`src/rtl/upsampling_pkg.sv`:
```
// Shared definitions for the 2x bilinear upsampler.
// Boundary modes, phase encoding and the sum-width helper.
package upsampling_pkg;

  localparam logic [3:0] MODE_INTERIOR     = 4'd0;
  localparam logic [3:0] MODE_TOP_LEFT     = 4'd1;
  localparam logic [3:0] MODE_TOP          = 4'd2;
  localparam logic [3:0] MODE_TOP_RIGHT    = 4'd3;
  localparam logic [3:0] MODE_LEFT         = 4'd4;
  localparam logic [3:0] MODE_RIGHT        = 4'd5;
  localparam logic [3:0] MODE_BOTTOM_LEFT  = 4'd6;
  localparam logic [3:0] MODE_BOTTOM       = 4'd7;
  localparam logic [3:0] MODE_BOTTOM_RIGHT = 4'd8;

  // Encoded as {row odd, column odd}
  typedef enum logic [1:0] {
    PH_EVEN_EVEN = 2'b00,
    PH_EVEN_ODD  = 2'b01,
    PH_ODD_EVEN  = 2'b10,
    PH_ODD_ODD   = 2'b11
  } phase_t;

  function automatic int sum_width(input int len);
    return len + 2;
  endfunction

endpackage

```
`src/rtl/upsample_kernel.sv`:
```
// Combinational bilinear kernel: edge clamping, phase select, rounding.
// Half-up rounding when REG_OUTPUT_ROUND_EN is defined, else floor.
module upsample_kernel
  import upsampling_pkg::*;
#(
  parameter int length = 16
) (
  input  logic [length-1:0] i_d5,
  input  logic [length-1:0] i_d6,
  input  logic [length-1:0] i_d8,
  input  logic [length-1:0] i_d9,
  input  logic [3:0]        i_mode,
  input  logic              i_row_even,
  input  logic              i_col_even,
  output logic [length-1:0] o_pix
);

  localparam int SW = sum_width(length);

`ifdef REG_OUTPUT_ROUND_EN
  localparam logic [SW-1:0] RND2 = SW'(1);
  localparam logic [SW-1:0] RND4 = SW'(2);
`else
  localparam logic [SW-1:0] RND2 = '0;
  localparam logic [SW-1:0] RND4 = '0;
`endif

  logic              w_right;
  logic              w_bottom;
  logic              w_valid;
  logic [length-1:0] w_c6;
  logic [length-1:0] w_c8;
  logic [length-1:0] w_c9;
  logic [SW-1:0]     w_s_h;
  logic [SW-1:0]     w_s_v;
  logic [SW-1:0]     w_s_q;
  phase_t            w_ph;

  always_comb begin
    w_right  = 1'b0;
    w_bottom = 1'b0;
    w_valid  = 1'b1;
    unique case (i_mode)
      MODE_TOP_RIGHT,
      MODE_RIGHT:        w_right = 1'b1;
      MODE_BOTTOM_LEFT,
      MODE_BOTTOM:       w_bottom = 1'b1;
      MODE_BOTTOM_RIGHT: begin
        w_right  = 1'b1;
        w_bottom = 1'b1;
      end
      MODE_INTERIOR,
      MODE_TOP_LEFT,
      MODE_TOP,
      MODE_LEFT:         w_valid = 1'b1;
      default:           w_valid = 1'b0;
    endcase
  end

  // Only right/below neighbours feed the kernel,
  // so top/left modes need no clamping.
  assign w_c6 = w_right  ? i_d5 : i_d6;
  assign w_c8 = w_bottom ? i_d5 : i_d8;
  assign w_c9 = (w_right && w_bottom) ? i_d5 :
                w_right  ? w_c8 :
                w_bottom ? w_c6 : i_d9;

  assign w_s_h = {2'b00, i_d5} + {2'b00, w_c6} + RND2;
  assign w_s_v = {2'b00, i_d5} + {2'b00, w_c8} + RND2;
  assign w_s_q = {2'b00, i_d5} + {2'b00, w_c6}
               + {2'b00, w_c8} + {2'b00, w_c9} + RND4;

  assign w_ph = phase_t'({~i_row_even, ~i_col_even});

  always_comb begin
    o_pix = '0;
    if (w_valid) begin
      unique case (w_ph)
        PH_EVEN_EVEN: o_pix = i_d5;
        PH_EVEN_ODD:  o_pix = length'(w_s_h >> 1);
        PH_ODD_EVEN:  o_pix = length'(w_s_v >> 1);
        PH_ODD_ODD:   o_pix = length'(w_s_q >> 2);
      endcase
    end
  end

endmodule

```
`src/rtl/reg_output.sv`:
```
// Output register stage of the 2x bilinear upsampler.
// Optional half-up rounding via REG_OUTPUT_ROUND_EN.
module reg_output
  import upsampling_pkg::*;
#(
  parameter int length = 16
) (
  input  logic              clk,
  input  logic              rst,
  input  logic [3:0]        write_mode,
  input  logic              row_even,
  input  logic [length-1:0] data_in1,
  input  logic [length-1:0] data_in2,
  input  logic [length-1:0] data_in3,
  input  logic [length-1:0] data_in4,
  input  logic [length-1:0] data_in5,
  input  logic [length-1:0] data_in6,
  input  logic [length-1:0] data_in7,
  input  logic [length-1:0] data_in8,
  input  logic [length-1:0] data_in9,
  output logic [length-1:0] dout
);

  logic              coloumn_even;
  logic [length-1:0] w_pix;
  logic              w_unused;

  // Upper/left window taps are not used by this kernel.
  assign w_unused = ^{data_in1, data_in2, data_in3,
                      data_in4, data_in7};

  upsample_kernel #(
    .length(length)
  ) u_kernel (
    .i_d5       (data_in5),
    .i_d6       (data_in6),
    .i_d8       (data_in8),
    .i_d9       (data_in9),
    .i_mode     (write_mode),
    .i_row_even (row_even),
    .i_col_even (coloumn_even),
    .o_pix      (w_pix)
  );

  always_ff @(posedge clk or negedge rst) begin
    if (!rst) begin
      dout         <= '0;
      coloumn_even <= 1'b1;
    end else begin
      dout         <= w_pix;
      coloumn_even <= ~coloumn_even;
    end
  end

endmodule

```
`config.mk`:
```
export PLATFORM = sky130hd
export DESIGN_NAME = reg_output
export DESIGN_NICKNAME = d
export VERILOG_FILES = /design/src/rtl/upsampling_pkg.sv /design/src/rtl/upsample_kernel.sv /design/src/rtl/reg_output.sv
export SDC_FILE = /design/constraint.sdc
export NUM_CORES = 1
export LEC_CHECK = 0
export ABC_AREA = 1
export BUFFER_PORTS_ARGS = -buffer_cell sky130_fd_sc_hd__buf_2
export CORE_MARGIN = 1.5
export CORE_UTILIZATION = 25
export DETAILED_ROUTE_END_ITERATION = 10
export SYNTH_ARGS = -nofsm -noshare
export SYNTH_HDL_FRONTEND = slang
export SYNTH_SLANG_ARGS = --single-unit
```
`constraint.sdc`:
```
create_clock -name clk -period 1.6 [get_ports clk]
set_clock_uncertainty 0.2 [all_clocks]
set_input_delay 0.16 -clock clk [delete_from_list [all_inputs] [get_ports clk]]
set_output_delay 0.16 -clock clk [all_outputs]
set_load 0.02 [all_outputs]
```
==> summary.txt <==
Synthesis
  – Asr flop ratio synth: 100%
  – Netlist Area Pre-Place: about 0.0043 mm²
  – Number of synthesized register bits: 17
  – Leading area contributor after synthesis: nand2_1
  – Synth top area cells: nand2_1 18%, ha_1 14%, a21oi_1 12%
  – Syn Inst Count: approximately 700
  – Top cells by count, synth: 207 x nand2_1, 100 x a21oi_1, 69 x inv_1
  – Ys flop type: dfrtp_1
  – Syn_nets: 929
  – Most common cell in the netlist: nand2_1
  – Synth warnings: 0
  – Average size of a mapped cell: 6.09 µm²
  – Library cells used by synthesis: between 40 and 50
  – Area share of the largest cell type after synthesis: 17.9%
  – Seq/Total Area, Yosys: 9.83%
  – EDFF count, synth: 0

Global routing
  – Largest net degree at the start of global routing: 19
  – GRT Util Overall: 19.8%
  – Vias in the first global route: 5798
  – Total gr overflow: 0
  – Initial antenna violation count: 1
  – First-pass GRT wire length: 28700 µm

Finish
  – Area Growth Syn to Fin: 71.9%
  – Layout cells sized above 1: between 40% and 50%
  – Nets@finish: 1220
  – Post-layout util: 44.5%
  – Fillers: 1696
  – Sequential Area: 427 µm²
  – Multi-input gate area: 0.00422 mm²

Worst setup path
  – CP max stage delay: 560 ps
  – Slowest CP cell: fa_2
  – Setup crit start kind: input port
  – Critical path endpoint category: register
  – CP delay by family, top: adder cells
  – CP Buf/Inv Count: 5
  – Critical path class: in -> reg
  – Critical-path maximum fanout: 5
  – Crit path required time: 1540 ps
  – R2r setup slk: -180 ps
  – Critical path arrival: 4060 ps

Floorplan
  – Die X: 135 µm
  – Row cnt: 47
  – Die area: 0.0182 mm²
  – Starting density of the core: between 20 and 30%
  – I/O pin cnt: 167
  – Die Ht: 135 µm
  – Core area: 0.0168 mm²

Place
  – Port bufs: 86
  – DPL Wire Length: 14900 µm
  – GP Congestion: a little over 0.9

Route
  – WL final: about 18000 µm
  – DRC viols: 0
  – 1st-iter DRT viols: 348
  – Antenna Nets Post-Route: 0
  – Drt via density: 4.76
  – Via count: 5821
  – Drt pass-1 iters: 5
  – WL/cell: 14.8 µm

Clocking
  – TritonCTS clock tree: yes
  – Clk sinks: 17
  – CTS H-tree depth: 1
  – Longest Clk Path Bufs: 2
  – Worst skew pair latency: 250 ps
  – Clk root buf: clkbuf_16
  – Total CTS buffers: 3
  – Clock slew at reported path FFs: 60 ps

STA
  – Achievable Freq: 243 MHz
  – Tcrit/Tclk final: 257%
  – Max Transition Viols Final: 0
  – PnR worst setup slack: -2520 ps
  – Worst-Margin Slew: 419 ps
  – RSZ-0062 raised after global routing: true
  – Rel. slew slack: approximately 72%
  – Final setup viols: 16
  – Crit path time final: 4120 ps
  – Final hold violations: 0
  – Setup_tns: -37350 ps

Power and ir drop
  – Pleak: 3.76 nW
  – Worst vdd ir: 461 µV
  – Power density cells: 1080 mW/mm²

Outcome
  – Violated checks: negative setup slack
  – Status: complete, but fails checks

Min path
  – Hold Path Class: in -> reg

Run
  – Max-capacitance violation count: 0
## layout by cell type (no fill, tap or decap), types with 4 or more instances in the layout
| master | synthesis | final |
|---|---|---|
| buf_2 | 7 | 82 |
| o21ai_2 | 1 | 4 |
| ha_1 | 47 | 28 |
| dfrtp_1 | 16 | 16 |
| o21ai_0 | 48 | 37 |
| inv_2 | 3 | 11 |
| buf_4 | 4 | 202 |
| xor2_1 | 11 | 4 |
| nor3_1 | 6 | 4 |
| fa_1 | 18 | 15 |
| a21oi_2 | 2 | 18 |
| nand2_2 | 8 | 26 |
| nor2_2 | 3 | 8 |
| nand2_1 | 207 | 188 |
| a21oi_1 | 100 | 82 |
| xor2_2 | 0 | 4 |
| nor2_4 | 0 | 4 |
| buf_6 | 1 | 10 |
| inv_1 | 69 | 58 |
| ha_4 | 0 | 18 |
| nand3_2 | 4 | 9 |
| o21ai_1 | 6 | 13 |
| buf_8 | 0 | 4 |
| nand3_1 | 38 | 32 |
| nor2_1 | 58 | 49 |
## per-layer routing
layer  track usage, %  routed length (µm)  vias up
met5                0                   0        -
met4             4.30                 299        0
met3             1.01                 689       21
met2             34.3                8550      150
met1             27.2                8540     2675
li1                 -                   -     2975
## layout make-up
cell class	instances	area share, %
well taps	220	3.69
clock inverters	1	0.0671
flip-flops and latches	17	5.72
diodes	1	0.0335
clock buffers	3	1.01
repair buffers	302	29.1
inverters	72	3.91
multi-input cells	608	56.5
## worst paths after layout
path / start / to / cells after the start
hold reg to reg: coloumn_even / coloumn_even / 2
max in group asynchronous: rst / coloumn_even / 2
hold / removal: data_in5[8] / dout[8] / 3
min in group asynchronous: rst / dout[7] / 2
setup / recovery: write_mode[3] / dout[13] / 26
setup reg to reg: coloumn_even / dout[2] / 7
## sequential cells by signal, indices dropped and copies added, names as in the netlist
signal	count
dout	16
coloumn_even	1
## per-stage QoR
stage / hold slack (ps) / area, µm² / cells / setup slack [ps] / power [W]
after global routing: 145 / 7460 / 1224 / -2790 / 0.00872
final: 135 / 7460 / 1224 / -2520 / 0.00808
after CTS: 123 / 7270 / 1216 / -2530 / 0.00771
after detailed placement: -74.6 / 6630 / 1194 / -2970 / 0.00641
after global placement: -75.1 / 6630 / 1194 / -2880 / 0.00636
after floorplan: -336 / 4550 / 713 / -2590 / 0.00397
## where the power goes
group | leakage (nW) | internal [W] | switching [W]
sequential | 0.216 | 0.000558 | 0.0000326
clock | 0.0409 | 0.000335 | 0.000179
combinational | 3.50 | 0.00342 | 0.00356
## worst min-delay path: stages
cell and delay [ps]:
buf_2 160, o21ai_0 170, a21oi_1 50
## what timing repair did
item                                    in CTS  in global routing
hold buffers                                 1                  0
endpoints found under the setup margin      16                 16
setup buffers                               17                  7
pin swaps                                   62                 45
resized for setup                           82                 42
endpoints found under the hold margin       17                  0
## kinds of logic after synthesis
logic type / count (synthesis) / synth area share [%]
AND/OR/NAND/NOR: 339 / 33.2
AO/OA/AOI/OAI: 191 / 24.2
flip-flops: 17 / 9.83
XOR/XNOR: 13 / 2.62
adder cells (fa/ha/maj): 65 / 21.9
buffers and inverters: 88 / 8.33
Note: power is estimated with default switching activity, not from simulation.
